===== src/rtl/m_register_file_sb.sv =====
// m_register_file_sb: register file with r0=0, post-reset clear sweep and busy scoreboard; define REGFILE_BYPASS_EN for write-to-read forwarding
module m_register_file_sb #(
  parameter int WORD_BITS = 32,
  parameter int ADDR_BITS = 5
) (
  input  logic                 clk,
  input  logic                 rst,
  input  logic [ADDR_BITS-1:0] iDstAddr,
  input  logic [WORD_BITS-1:0] iDstVal,
  input  logic                 iDstValid,
  input  logic [ADDR_BITS-1:0] iRsvAddr,
  input  logic                 iRsvValid,
  input  logic [ADDR_BITS-1:0] iSrc0Addr,
  input  logic [ADDR_BITS-1:0] iSrc1Addr,
  output logic [WORD_BITS-1:0] oSrc0Val,
  output logic [WORD_BITS-1:0] oSrc1Val,
  output logic                 oSrc0Ready,
  output logic                 oSrc1Ready,
  output logic                 oReady
);
  localparam int NUM_REG = 2 ** ADDR_BITS;
  localparam logic [0:0] INIT = 1'b0, RUN = 1'b1;
  logic [0:0]           state_q, state_d;
  logic [ADDR_BITS-1:0] cnt_q, cnt_d;
  logic [NUM_REG-1:0]   busy_q, busy_d;
  logic [WORD_BITS-1:0] mem_q [NUM_REG];
  logic [WORD_BITS-1:0] mem_d [NUM_REG];
  logic run, byp0, byp1;
  always_comb begin
    run = state_q == RUN;
`ifdef REGFILE_BYPASS_EN
    byp0 = run && iDstValid && iDstAddr == iSrc0Addr && |iSrc0Addr;
    byp1 = run && iDstValid && iDstAddr == iSrc1Addr && |iSrc1Addr;
`else
    byp0 = 1'b0;
    byp1 = 1'b0;
`endif
    oReady     = run;
    oSrc0Val   = byp0 ? iDstVal : (run && |iSrc0Addr) ? mem_q[iSrc0Addr] : '0;
    oSrc1Val   = byp1 ? iDstVal : (run && |iSrc1Addr) ? mem_q[iSrc1Addr] : '0;
    oSrc0Ready = run && (byp0 || !busy_q[iSrc0Addr]);
    oSrc1Ready = run && (byp1 || !busy_q[iSrc1Addr]);
  end
  // reserve is applied after writeback so a same-address reservation leaves busy set
  always_comb begin
    mem_d   = mem_q;
    busy_d  = busy_q;
    cnt_d   = cnt_q;
    state_d = state_q;
    if (!run) begin
      mem_d[cnt_q] = '0;
      cnt_d        = cnt_q + 1'b1;
      state_d      = &cnt_q ? RUN : INIT;
    end else begin
      if (iDstValid && |iDstAddr) begin
        mem_d[iDstAddr]  = iDstVal;
        busy_d[iDstAddr] = 1'b0;
      end
      if (iRsvValid && |iRsvAddr) busy_d[iRsvAddr] = 1'b1;
    end
  end
  always_ff @(posedge clk) begin
    if (rst) begin
      state_q <= INIT;
      cnt_q   <= '0;
      busy_q  <= '0;
    end else begin
      state_q <= state_d;
      cnt_q   <= cnt_d;
      busy_q  <= busy_d;
      mem_q   <= mem_d;
    end
  end
endmodule


===== config.mk =====
export PLATFORM = sky130hd
export DESIGN_NAME = m_register_file_sb
export DESIGN_NICKNAME = d
export VERILOG_FILES = /design/src/rtl/m_register_file_sb.sv
export SDC_FILE = /design/constraint.sdc
export NUM_CORES = 2
export LEC_CHECK = 0
export CELL_PAD_IN_SITES_DETAIL_PLACEMENT = 0
export CELL_PAD_IN_SITES_GLOBAL_PLACEMENT = 2
export CORE_MARGIN = 2
export CORE_UTILIZATION = 45
export CTS_CLUSTER_DIAMETER = 200
export CTS_CLUSTER_SIZE = 20
export DETAILED_ROUTE_END_ITERATION = 10
export HOLD_SLACK_MARGIN = 0.03
export PLACE_DENSITY = 0.91
export SLEW_MARGIN = 5
export SYNTH_ARGS = -nofsm -noshare
export SYNTH_HDL_FRONTEND = slang
export SYNTH_SLANG_ARGS = --single-unit

===== constraint.sdc =====
create_clock -name clk -period 5.3 [get_ports clk]
set_clock_uncertainty 0.2 [all_clocks]
set_input_delay 1.59 -clock clk [delete_from_list [all_inputs] [get_ports clk]]
set_output_delay 1.59 -clock clk [all_outputs]
set_load 0.005 [all_outputs]

* Word level (Yosys, flattened, before mapping)
Index checks and enable logic that the tools add are counted.
** Storage, ports and cells
- Output and inout port bits :: 67
- Flip-flop bits (word level) :: 1062
** Cells by class
- Equal/unequal tests :: 1
- Magnitude comparators :: 12
- Bitwise operators :: 10
- Reduce and logical (&&, ||, !) cells :: 18
- Add/subtract/negate cells :: 1
- Multiplexer cells :: 28
** Operators by type and width (number)
- 1024-bit 2-to-1 mux :: 2
- 1024-bit AND :: 1
- 1024-bit bitwise mux :: 1
- 1024-bit NOT :: 1
- 32-bit 2-to-1 mux :: 11
- 32-bit binary-select mux with 5-bit select :: 2
- 32-bit demux with 5-bit select :: 2
- 32-bit AND :: 1
- 32-bit NOT :: 1
- 32-bit bitwise OR :: 1
- 6-bit greater-or-equal comparator, second input constant :: 4
- 5-bit by 6-bit < comparator with 1-bit output, second input constant :: 4
- 5-bit NOT with 6-bit output :: 4
- 5-bit OR reduction :: 4
- 6-bit by 1-bit < comparator with 1-bit output, second input constant :: 2
- 1-bit binary-select mux with 5-bit select :: 2
- 1-bit demux with 5-bit select :: 2
- 5-bit by 1-bit greater-or-equal comparator with 1-bit output, second input constant :: 2
- 1-bit logical AND :: 10
- 1-bit 2-to-1 mux :: 6
- 5-bit by 1-bit adder with 5-bit output, second input constant :: 1
- 5-bit AND reduction :: 1
- 1-bit zero test :: 2
- 2-bit by 1-bit != test with 1-bit output, second input constant :: 1
- 2 further kinds :: 2

* Logic depth before layout (Yosys ltp)
- Depth in word-level cells :: 10
- Mapped depth :: 8
- Mapped depth without buffers :: 6

* Worst setup path before layout
No wires, ideal clock.
- Path type :: in2out
- Start point :: in iSrc1Addr[2]
- End point :: out oSrc1Ready
- Buffers on the path :: 2
- Data required time :: 3.510 ns
- Path slack :: 0.513 ns
- Cell stages on the path :: 6
- Data arrival time :: 2.997 ns
- Path through :: buf_2 buf_2 mux4_2 nor3b_1 or3_1 o22ai_1
** On the way
- Longest elaborated chain between the ends :: 4
** Ends and longest elaborated chain
- start, declared :: line 14 : input logic [ADDR_BITS-1:0] iSrc1Addr,
- 1-bit binary-select mux with 5-bit select :: line 42 : oSrc1Ready = run && (byp1 || !busy_q[iSrc1Addr]);
- 1-bit 2-to-1 mux (implied by the code) :: line 42
- 1-bit zero test :: line 42
- 1-bit logical AND :: line 42
- end, declared :: line 18 : output logic oSrc1Ready,
No other way between the ends. The select of a mux whose other input is x is not followed.

* Final worst setup path
- Start point :: in iSrc0Addr[0]
- End point :: out oSrc0Val[22]
** On the way
- Longest elaborated chain between the ends :: 5
- Elaborated cells between the ends (all ways) :: 7
- Classes of those cells :: mux: 4; bitwise: 1; reduce/logical: 2
** Ends and longest elaborated chain
- start, declared :: line 13 : input logic [ADDR_BITS-1:0] iSrc0Addr,
- 5-bit NOT with 6-bit output (implied by the code) :: line 39 : oSrc0Val = byp0 ? iDstVal : (run && |iSrc0Addr) ? mem_q[iSrc0Addr] : '0;
- 32-bit binary-select mux with 5-bit select :: line 39
- 32-bit 2-to-1 mux (implied by the code) (2 in a row) :: line 39
- 32-bit 2-to-1 mux * :: line 39
- end, declared :: line 15 : output logic [WORD_BITS-1:0] oSrc0Val,
Mark *: on every way between the ends. The rest lies on a longest branch, timed or not. The select of a mux whose other input is x is not followed.

==> impl_metrics.json <==
{
  "status": "finished with violations",
  "violations": "negative setup slack",
  "hold_class": "flop to flop",
  "htreeDepth": 2,
  "areaGrowthSynthToFinish_pct": 18.1,
  "path_class": "primary input to output port",
  "grt_pass1_vias": 46900,
  "endpoint_kind": "output port",
  "io_buffers": 122,
  "synth_edf_count": 1024,
  "ant_nets": 0,
  "cts.clk_slew.worst_paths_ns": 0.09,
  "worst_pin_slew_ns": 1.23,
  "layout.nets": 5157,
  "row_count": 134,
  "synthArstFlopShare_pct": 0,
  "syn_nets": 4915,
  "yosys_warnings": 0,
  "antenna_cells": 0,
  "drt_iter0_drc": 6844,
  "viasPerCell": 6.89,
  "die-area_um2": 137000,
  "multi_input_area_um2": 28300,
  "synth_cell_type_count": 41,
  "p_sw_share_pct": 26.4,
  "switchingPower_uw": 4820,
  "p_int_uw": 13400,
  "cts.root.buffer_cell": "clkbuf_16",
  "crit_fanout": 7,
  "grt_pass1_wl_um": 333000,
  "yosysSeqAreaShare_pct": 52.4,
  "layout_worst_path_cycle_share_pct": 101,
  "ys.flop_type": "edfxtp_1",
  "cp.required_ns": 3.51,
  "vias": 47500,
  "grt_usage_pct": 33.5,
  "place.gp.congestion": 0.880,
  "wl_um": 232000,
  "setup_viol": 1,
  "regArea_um2": 31500,
  "numCtsBuffers": 59,
  "dp_slack_ns": -0.625,
  "cap_viol_max_count": 0,
  "dp_hpwl_um": 137000,
  "cts.path.max_buffers": 3,
  "drive_gt1_share_pct": 27.9,
  "setup_ws_ns": -0.0568,
  "dieHeight_um": 370,
  "period_needed_ns": 5.36,
  "pwr-share-comb_pct": 16.7,
  "cts_sinks": 1062,
  "syn_area_um2": 60100,
  "grt_max_degree": 69,
  "fillers": 11300,
  "cellPowerDensity_nw_per_um2": 257,
  "worstPathArrival_ns": 3.57,
  "grt_overflow_total": 0,
  "finalCoreUtilization_pct": 53.4,
  "cts_hold_buf": 0,
  "leakagePower_uw": 0.0262,
  "drc": 0,
  "relSlewSlack_pct": 17.5,
  "tns_ns": -0.0568,
  "core_um2": 133000,
  "syn_area_per_cell_um2": 12.4,
  "synthCells": 4854,
  "ios": 123,
  "pwr-share-seq_pct": 55.8,
  "antenna_found_initial": 5,
  "tritoncts": "built",
  "dieWidth_um": 370,
  "hold_violations": 0,
  "rsz0062_at_grt": "true",
  "avgRoutedWirePerCell_um": 33.7,
  "maxSlewViolCount": 0,
  "initial_core_util_pct": 45.2,
  "p_clk_share_pct": 27.4,
  "insertion_delay_ns": 0.72,
  "worstSetupStartpointType": "primary input",
  "ir_worst_vdd_mv": 0.268,
  "detailedRoute.firstPassIterationCount": 6,
  "fmax_ghz": 0.187,
  "ys_seq_elements": 1062,
  "r2r_setup_slack_ns": 1.66
}
-- per-layer routing --
layer  up-vias  global-route usage (%)  wire, um
li1      19200                       -         -
met1     23900                    45.7     83500
met2      3730                    50.5    103000
met3       647                    7.95     31500
met4         6                    16.8     13400
met5         -                       0        33
-- worst max-delay path, cell delays in order --
cell and delay (ns):
buf_16 0.13, buf_12 0.14, buf_16 0.15, mux4_2 0.49
mux2i_1 0.26, o22a_2 0.27, o221ai_2 0.19, dlygate4sd2_1 0.33
-- metrics by stage --
stage / cell area (um2) / hold WS (ns) / instances / total power [uW]
3_3_place_gp: 66700 / 0.272 / 6694 / 13000
3_5_place_dp: 66700 / 0.280 / 6694 / 13100
2_1_floorplan: 60100 / 0.251 / 4854 / 11900
4_1_cts: 70400 / 0.293 / 6862 / 18100
5_1_grt: 71000 / 0.318 / 6889 / 18800
6_report: 71000 / 0.295 / 6889 / 18300
-- logic make-up after synthesis --
group	after synthesis	synth area share [%]
buffers and inverters	503	3.71
XOR/XNOR	3	0.0437
AND/OR/NAND/NOR	1199	7.83
multiplexers	794	24.1
flip-flops	1062	52.4
adder cells (fa/ha/maj)	5	0.104
AO/OA/AOI/OAI	1288	11.8
-- power groups by stage --
stage	combinational (uW)	sequential [uW]	clock (uW)
2_1_floorplan	1680	10200	0
3_3_place_gp	2660	10300	0
3_5_place_dp	2720	10400	0
4_1_cts	2930	10200	5020
5_1_grt	3210	10300	5290
6_report	3060	10200	5000
-- registers in the layout, summed over array words and instances, names as in the netlist --
signal,cells
mem_q,1024
cnt_q,5
busy_q,32
oReady,1
-- synthesized netlist by cell type (6+ instances only) --
cell	count	area [um2]
buf_2	95	475
nor3b_1	6	45.0
a22o_1	32	280
dfxtp_1	38	761
o21ai_0	1001	5010
nor2b_1	12	75.1
o221ai_1	64	561
mux2i_1	270	2700
buf_6	22	248
nand2_1	1094	4110
and2_1	34	213
edfxtp_1	1024	30700
nand3_1	6	30.0
o21ai_1	23	115
nor2_1	24	90.1
buf_4	15	113
clkbuf_1	358	1340
buf_1	9	33.8
a21oi_1	78	390
a31oi_1	16	100
mux4_2	524	11800
o22a_1	64	561
-- what timing repair did --
item / 4_1_cts / 5_1_grt
setup endpoints to repair: 66 / 62
cloned: 18 / 7
buffers inserted: 67 / 23
pin swaps: 44 / 22
gates resized for setup: 380 / 113
-- cell type report --
class	instances	area share, %
well taps	1768	3.11
repair buffers	680	10.3
clock inverters	1	0.0282
inverters	4	0.0211
flip-flops and latches	1062	44.4
multi-input cells	3289	39.9
clock buffers	85	2.28
-- cells in the final DEF (no fill, tap or decap), types with 34 or more instances in the layout --
| cell | instances |
|---|---|
| and2_1 | 34 |
| buf_4 | 399 |
| o21ai_0 | 1001 |
| buf_12 | 92 |
| mux2i_2 | 39 |
| a21oi_4 | 47 |
| clkdlybuf4s50_1 | 48 |
| mux4_2 | 524 |
| nand2_1 | 1093 |
| edfxtp_1 | 1024 |
| o221ai_2 | 44 |
| mux2i_1 | 214 |
| clkbuf_16 | 68 |
| dfxtp_1 | 36 |
-- worst paths after layout --
| check | to | depth (start not counted) | startpoint |
|---|---|---|---|
| max | oSrc0Val[22] | 8 | iSrc0Addr[0] |
| min reg2reg | busy_q[0]$_SDFFE_PP0P_ | 1 | busy_q[0]$_SDFFE_PP0P_ |
| max reg2reg | mem_q[205]$_DFFE_PP_ | 6 | oReady$_SDFF_PP0_ |
| min | busy_q[0]$_SDFFE_PP0P_ | 1 | busy_q[0]$_SDFFE_PP0P_ |
(Power assumes the default switching activity.)
